### src/rtl/wb_host_bridge_pkg.sv
// Shared types and constants for the GN4124-to-Wishbone host bridge.
package wb_host_bridge_pkg;

  typedef enum logic [1:0] {
    IDLE,
    ISSUE,
    WAIT,
    RESP
  } t_bridge_state;

  localparam logic [1:0]  c_ST_OK      = 2'b00;
  localparam logic [1:0]  c_ST_ERR     = 2'b01;
  localparam logic [1:0]  c_ST_TIMEOUT = 2'b10;
  localparam logic [1:0]  c_ST_MISS    = 2'b11;

  localparam logic [31:0] c_FAIL_DATA  = 32'hFFFF_FFFF;

endpackage

### src/rtl/wb_host_bridge_timeout.sv
// Bus-cycle watchdog: loads g_timeout_cycles-1 on clear, counts down while enabled,
// and flags expiry when the count reaches zero.
module wb_host_bridge_timeout #(
  parameter int unsigned g_timeout_cycles = 1024
) (
  input  logic i_clk,
  input  logic i_rst,
  input  logic i_clr,
  input  logic i_en,
  output logic o_expired
);

  localparam int unsigned     c_W    = $clog2(g_timeout_cycles);
  localparam logic [c_W-1:0]  c_LOAD = c_W'(g_timeout_cycles - 1);

  logic [c_W-1:0] r_cnt;

  // Down-counting from the limit is equivalent to an up-counter compared against
  // g_timeout_cycles-1: expiry is seen on the g_timeout_cycles-th enabled edge.
  always_ff @(posedge i_clk) begin
    if (i_rst) begin
      r_cnt <= '0;
    end else if (i_clr) begin
      r_cnt <= c_LOAD;
    end else if (i_en && (r_cnt != '0)) begin
      r_cnt <= r_cnt - c_W'(1);
    end
  end

  assign o_expired = (r_cnt == '0);

endmodule

### src/rtl/wb_host_bridge.sv
// Single-outstanding bridge from host register requests to Wishbone pipelined
// cycles on the WRPC window, with decode, stall, error and timeout handling.
module wb_host_bridge
  import wb_host_bridge_pkg::*;
#(
  parameter logic [31:0] g_base_addr      = 32'h0008_0000,
  parameter int unsigned g_window_bits    = 17,
  parameter int unsigned g_timeout_cycles = 1024
) (
  input  logic                     clk_sys_i,
  input  logic                     rst_i,
  input  logic                     req_valid_i,
  output logic                     req_ready_o,
  input  logic                     req_we_i,
  input  logic [31:0]              req_addr_i,
  input  logic [31:0]              req_data_i,
  input  logic [3:0]               req_sel_i,
  output logic                     rsp_valid_o,
  input  logic                     rsp_ready_i,
  output logic [31:0]              rsp_data_o,
  output logic [1:0]               rsp_status_o,
  output logic                     wb_cyc_o,
  output logic                     wb_stb_o,
  output logic                     wb_we_o,
  output logic [g_window_bits-3:0] wb_adr_o,
  output logic [3:0]               wb_sel_o,
  output logic [31:0]              wb_dat_o,
  input  logic [31:0]              wb_dat_i,
  input  logic                     wb_ack_i,
  input  logic                     wb_err_i,
  input  logic                     wb_stall_i
);

  t_bridge_state             r_state;
  logic                      r_req_ready;
  logic                      r_rsp_valid;
  logic [31:0]               r_rsp_data;
  logic [1:0]                r_rsp_status;
  logic                      r_cyc;
  logic                      r_stb;
  logic                      r_we;
  logic [g_window_bits-3:0]  r_adr;
  logic [3:0]                r_sel;
  logic [31:0]               r_dat;

  logic w_hit;
  logic w_accept;
  logic w_busy;
  logic w_expired;
  logic w_unused;

  assign w_hit    = (req_addr_i[31:g_window_bits] == g_base_addr[31:g_window_bits]);
  assign w_accept = req_valid_i & r_req_ready;
  assign w_busy   = (r_state == ISSUE) || (r_state == WAIT);
  assign w_unused = ^req_addr_i[1:0];

  wb_host_bridge_timeout #(
    .g_timeout_cycles(g_timeout_cycles)
  ) u_timeout (
    .i_clk     (clk_sys_i),
    .i_rst     (rst_i),
    .i_clr     (w_accept),
    .i_en      (w_busy),
    .o_expired (w_expired)
  );

  always_ff @(posedge clk_sys_i) begin
    if (rst_i) begin
      r_state      <= IDLE;
      r_req_ready  <= 1'b1;
      r_rsp_valid  <= 1'b0;
      r_rsp_data   <= '0;
      r_rsp_status <= c_ST_OK;
      r_cyc        <= 1'b0;
      r_stb        <= 1'b0;
      r_we         <= 1'b0;
      r_adr        <= '0;
      r_sel        <= '0;
      r_dat        <= '0;
    end else begin
      unique case (r_state)
        IDLE: begin
          if (w_accept) begin
            r_req_ready <= 1'b0;
            if (w_hit) begin
              r_state <= ISSUE;
              r_cyc   <= 1'b1;
              r_stb   <= 1'b1;
              r_we    <= req_we_i;
              r_adr   <= req_addr_i[g_window_bits-1:2];
              r_sel   <= req_sel_i;
              r_dat   <= req_data_i;
            end else begin
              r_state      <= RESP;
              r_rsp_valid  <= 1'b1;
              r_rsp_status <= c_ST_MISS;
              r_rsp_data   <= c_FAIL_DATA;
            end
          end
        end

        // A slave response always beats the watchdog, and err beats ack.
        ISSUE, WAIT: begin
          if (wb_ack_i || wb_err_i) begin
            r_state     <= RESP;
            r_cyc       <= 1'b0;
            r_stb       <= 1'b0;
            r_rsp_valid <= 1'b1;
            if (wb_err_i) begin
              r_rsp_status <= c_ST_ERR;
              r_rsp_data   <= c_FAIL_DATA;
            end else begin
              r_rsp_status <= c_ST_OK;
              r_rsp_data   <= r_we ? '0 : wb_dat_i;
            end
          end else if (w_expired) begin
            r_state      <= RESP;
            r_cyc        <= 1'b0;
            r_stb        <= 1'b0;
            r_rsp_valid  <= 1'b1;
            r_rsp_status <= c_ST_TIMEOUT;
            r_rsp_data   <= c_FAIL_DATA;
          end else if ((r_state == ISSUE) && !wb_stall_i) begin
            r_state <= WAIT;
            r_stb   <= 1'b0;
          end
        end

        RESP: begin
          if (rsp_ready_i) begin
            r_state     <= IDLE;
            r_rsp_valid <= 1'b0;
            r_req_ready <= 1'b1;
          end
        end

        default: r_state <= IDLE;
      endcase
    end
  end

  assign req_ready_o  = r_req_ready;
  assign rsp_valid_o  = r_rsp_valid;
  assign rsp_data_o   = r_rsp_data;
  assign rsp_status_o = r_rsp_status;
  assign wb_cyc_o     = r_cyc;
  assign wb_stb_o     = r_stb;
  assign wb_we_o      = r_we;
  assign wb_adr_o     = r_adr;
  assign wb_sel_o     = r_sel;
  assign wb_dat_o     = r_dat;

endmodule

### config.mk
export PLATFORM = sky130hd
export DESIGN_NAME = wb_host_bridge
export DESIGN_NICKNAME = d
export VERILOG_FILES = /design/src/rtl/wb_host_bridge_pkg.sv /design/src/rtl/wb_host_bridge_timeout.sv /design/src/rtl/wb_host_bridge.sv
export SDC_FILE = /design/constraint.sdc
export NUM_CORES = 1
export LEC_CHECK = 0
export ABC_CLOCK_PERIOD_IN_PS = 4220
export CAP_MARGIN = 0
export CELL_PAD_IN_SITES_DETAIL_PLACEMENT = 1
export CELL_PAD_IN_SITES_GLOBAL_PLACEMENT = 2
export CORE_MARGIN = 4
export CORE_UTILIZATION = 25
export CTS_CLUSTER_SIZE = 10
export DETAILED_ROUTE_END_ITERATION = 8
export PLACE_DENSITY = 0.89
export SLEW_MARGIN = 25
export SYNTH_ARGS = -nofsm -noshare
export SYNTH_HDL_FRONTEND = slang
export SYNTH_SLANG_ARGS = --single-unit
### constraint.sdc
create_clock -name clk_sys_i -period 4.22 [get_ports clk_sys_i]
set_clock_uncertainty 0.1 [all_clocks]
set_input_delay 0.633 -clock clk_sys_i [delete_from_list [all_inputs] [get_ports clk_sys_i]]
set_output_delay 0.633 -clock clk_sys_i [all_outputs]
set_load 0.01 [all_outputs]
==> results_dict.tcl <==
set metrics [dict create \
    critical_path_fanout_max 47 \
    cts_hold_repair.buffers 0 \
    drv_cap 0 \
    reg2reg_from "r_state[0]" \
    dp_hpwl_mm 11.7 \
    antenna_found_initial 1 \
    cts_setup_buffers 0 \
    detailedRoute.firstPassIterationCount 4 \
    flow.area_growth_from_synthesis_pct 54.3 \
    postLayoutCoreUtil_pct 39.4 \
    period_needed_ns 3.10 \
    switchingPower_uw 1270 \
    global_route.usage.met2_pct 27.6 \
    drt_drc_violations_left 0 \
    outcome "finished clean" \
    holdCritStartpoint "rsp_valid_o" \
    clock_tree.buffer_depth 2 \
    diodes 0 \
    top_library_cells_by_usage_in_the_layout_fill_and_taps_aside "194 x sky130_fd_sc_hd__clkdlybuf4s50_1, 101 x sky130_fd_sc_hd__dfxtp_1, 66 x sky130_fd_sc_hd__a21oi_1" \
    critical_path.startpoint_type "register" \
    synth-async-reset-ratio_pct 0 \
    ctsResizeCount 0 \
    internal_power_uw 2250 \
    min-delay-path-class "register to register" \
    clockPowerShare_pct 24.9 \
    clock_tree_from_tritoncts "built" \
    min_delay_path_depth 2 \
    drt_wl_total_mm 17.0 \
    globalRouteMet3Util_pct 5.94 \
    synth-warning-count 0 \
    largest_cells_by_area_after_synthesis "sky130_fd_sc_hd__dfxtp_1 46%, sky130_fd_sc_hd__a21oi_1 7.5%, sky130_fd_sc_hd__a311oi_1 7.3%" \
    synth_edf_count 0 \
    timing.slew.headroom_pct 33.1 \
    switching_share_pct 36.0 \
    total_leakage_power_uw 0.00232 \
    final_common_cell "sky130_fd_sc_hd__clkdlybuf4s50_1" \
    worst-slew-pin-transition_ns 0.997 \
    cts_buffers 9 \
    synth_fp_nets 625 \
    grt_util_met1_pct 19.8 \
    clock-root-buffer "sky130_fd_sc_hd__clkbuf_16" \
    initialDrtViolationCount 219 \
    synth_sequential_area_ratio_pct 46.1 \
    globalRoute.totalOverflow 0 \
    initial_utilization_pct 25.5 \
    core_um2 17400 \
    grt_pass1_vias 5065 \
    ys_types 44 \
    ctsHtreeMaxLevel 3 \
    drive_above_1_share_pct 5.16 \
    arrival_ns 3.28 \
    finalSetupViolations 0 \
    placement_rows 48 \
    grt_max_degree 64 \
    power_frac_comb_pct 38.8 \
    gr-usage-all-layers_pct 16.6 \
    final.setup.tns_ns 0 \
    postSynthAreaPerCell_um2 8.66 \
    die_width_um 141 \
    setup_repair_after_global_routing_missed_its_margin "no" \
    rd_place_congestion 0.810 \
    clock_insertion_delay_worst_skew_ns 0.35 \
    min_period_over_period_pct 73.6 \
    timing.critical_path.to_type "register" \
    worst_hold_path.endpoint "rsp_valid_o" \
    grt_pass1_wl_mm 26.9 \
    viasPerCell 5.27 \
    nNetsFinal 786 \
    die_area_um2 19900 \
    peakVddDrop_uv 244 \
    ios 198 \
    crit_type "register to register" \
    detail-route-antenna-nets 0 \
    worst_r2r_endpoint "wb_dat_o[2]" \
    ys_seq_elements 102 \
    required_time_reported_for_the_critical_path_endpoint_ns 4.40 \
    hold_viol 0 \
    power_density_nw_per_um2 514 \
    grt.busiest_layer "met2" \
    power.sequential.fraction_pct 36.3 \
    synthesis.instances 512 \
    maxSlewViolCount 0 \
    via_count 4760 \
    clkTransAtPathRegs_ns 0.07 \
    synth.top_cell.area_share_pct 46.1 \
    mappedNetlistArea_um2 4430 \
    port_buffers 195 \
    reg2regPathDepth 7 \
    synth_top_cell_by_area "sky130_fd_sc_hd__dfxtp_1" \
    dominantRegCellSynth "sky130_fd_sc_hd__dfxtp_1" \
    cts.sinks 102 \
    die_h_um 141 \
    r2r_slack_ns 1.12 \
    detail_route.wl_per_cell_um 18.8 \
    fmax_mhz 322 \
]
## metal layers
| metal | vias to the layer above | part of all wire, % |
|---|---|---|
| met3 | 35 | 7.8 |
| li1 | 2255 | - |
| met1 | 2316 | 42 |
| met2 | 152 | 47 |
| met5 | - | 0.076 |
| met4 | 2 | 2.6 |
## logic make-up after synthesis
family | count (synthesis) | synth area share (%)
mux | 2 | 0.452
compound gates | 212 | 29.3
xor+xnor | 3 | 0.593
simple gates | 122 | 16.1
flops | 102 | 46.1
buf+inv | 66 | 6.10
fa+ha+maj | 5 | 1.41
## state kept, by name, summed over array words and instances, names as in the netlist
signal	cells
rsp_valid_o	1
wb_stb_o	1
rsp_data_o	32
wb_adr_o	15
wb_sel_o	4
wb_cyc_o	1
wb_dat_o	32
r_state	2
wb_we_o	1
rsp_status_o	2
req_ready_o	1
u_timeout.r_cnt	10
## stage by stage
stage	cell area (µm²)	instances	hold WS [ns]	total power (µW)	worst slack, ns
finish	6840	903	0.382	3520	1.12
global route	6840	903	0.399	3740	0.883
CTS	6840	903	0.377	3560	1.11
detailed placement	6530	887	0.359	2670	0.836
global placement	6530	887	0.355	2600	0.937
floorplan	4430	512	0.368	2060	1.82
## worst max path at each step
stage,startpoint,end,slack [ns]
global placement,req_addr_i[17],wb_dat_o[5],0.94
CTS,r_state[0],wb_dat_o[2],1.11
floorplan,r_state[0],u_timeout.r_cnt[7],1.82
finish,r_state[0],wb_dat_o[2],1.12
detailed placement,req_addr_i[17],wb_dat_o[4],0.84
global route,r_state[0],wb_dat_o[4],0.88
## worst max-delay path, stage by stage, from the launching register on
cell	delay (ns)
sky130_fd_sc_hd__dfxtp_1	0.36
sky130_fd_sc_hd__inv_1	0.08
sky130_fd_sc_hd__ha_1	0.33
sky130_fd_sc_hd__nor4b_1	0.75
sky130_fd_sc_hd__and4_2	0.56
sky130_fd_sc_hd__buf_4	0.49
sky130_fd_sc_hd__nand3_1	0.16
sky130_fd_sc_hd__a21oi_1	0.16
## cell type report
class | count | area [µm²]
clock buffers | 10 | 239
fillers | 1969 | 10500
flip-flops and latches | 102 | 2040
clock inverters | 6 | 68.8
inverters | 12 | 45.0
multi-input cells | 344 | 2150
repair buffers | 204 | 2020
well taps | 225 | 282
## cells in the mapped netlist (2+ instances only)
library cell                  n
sky130_fd_sc_hd__a2111oi_0    2
sky130_fd_sc_hd__or3_1        3
sky130_fd_sc_hd__buf_2       12
sky130_fd_sc_hd__nor4_1       3
sky130_fd_sc_hd__nand2b_1    35
sky130_fd_sc_hd__nor2_1       6
sky130_fd_sc_hd__a31oi_1     37
sky130_fd_sc_hd__xnor2_1      3
sky130_fd_sc_hd__clkbuf_1    41
sky130_fd_sc_hd__o21ai_1     11
sky130_fd_sc_hd__nor4b_1      2
sky130_fd_sc_hd__mux2i_1      2
sky130_fd_sc_hd__o21ai_0     45
sky130_fd_sc_hd__o31ai_1      2
sky130_fd_sc_hd__a211oi_1     2
sky130_fd_sc_hd__ha_1         5
sky130_fd_sc_hd__dfxtp_1    102
sky130_fd_sc_hd__inv_1       11
sky130_fd_sc_hd__or4b_1       3
sky130_fd_sc_hd__a21oi_1     66
sky130_fd_sc_hd__a311oi_1    37
sky130_fd_sc_hd__o41ai_1      2
sky130_fd_sc_hd__nand3_1     53
sky130_fd_sc_hd__nand2_1      7
## power groups by stage
stage	registers (µW)	clock network, µW	logic (µW)
6_report	1280	876	1370
5_1_grt	1300	952	1480
4_1_cts	1280	909	1380
3_5_place_dp	1300	0	1370
3_3_place_gp	1280	0	1320
2_1_floorplan	1330	0	730
(Power assumes the default switching activity.)
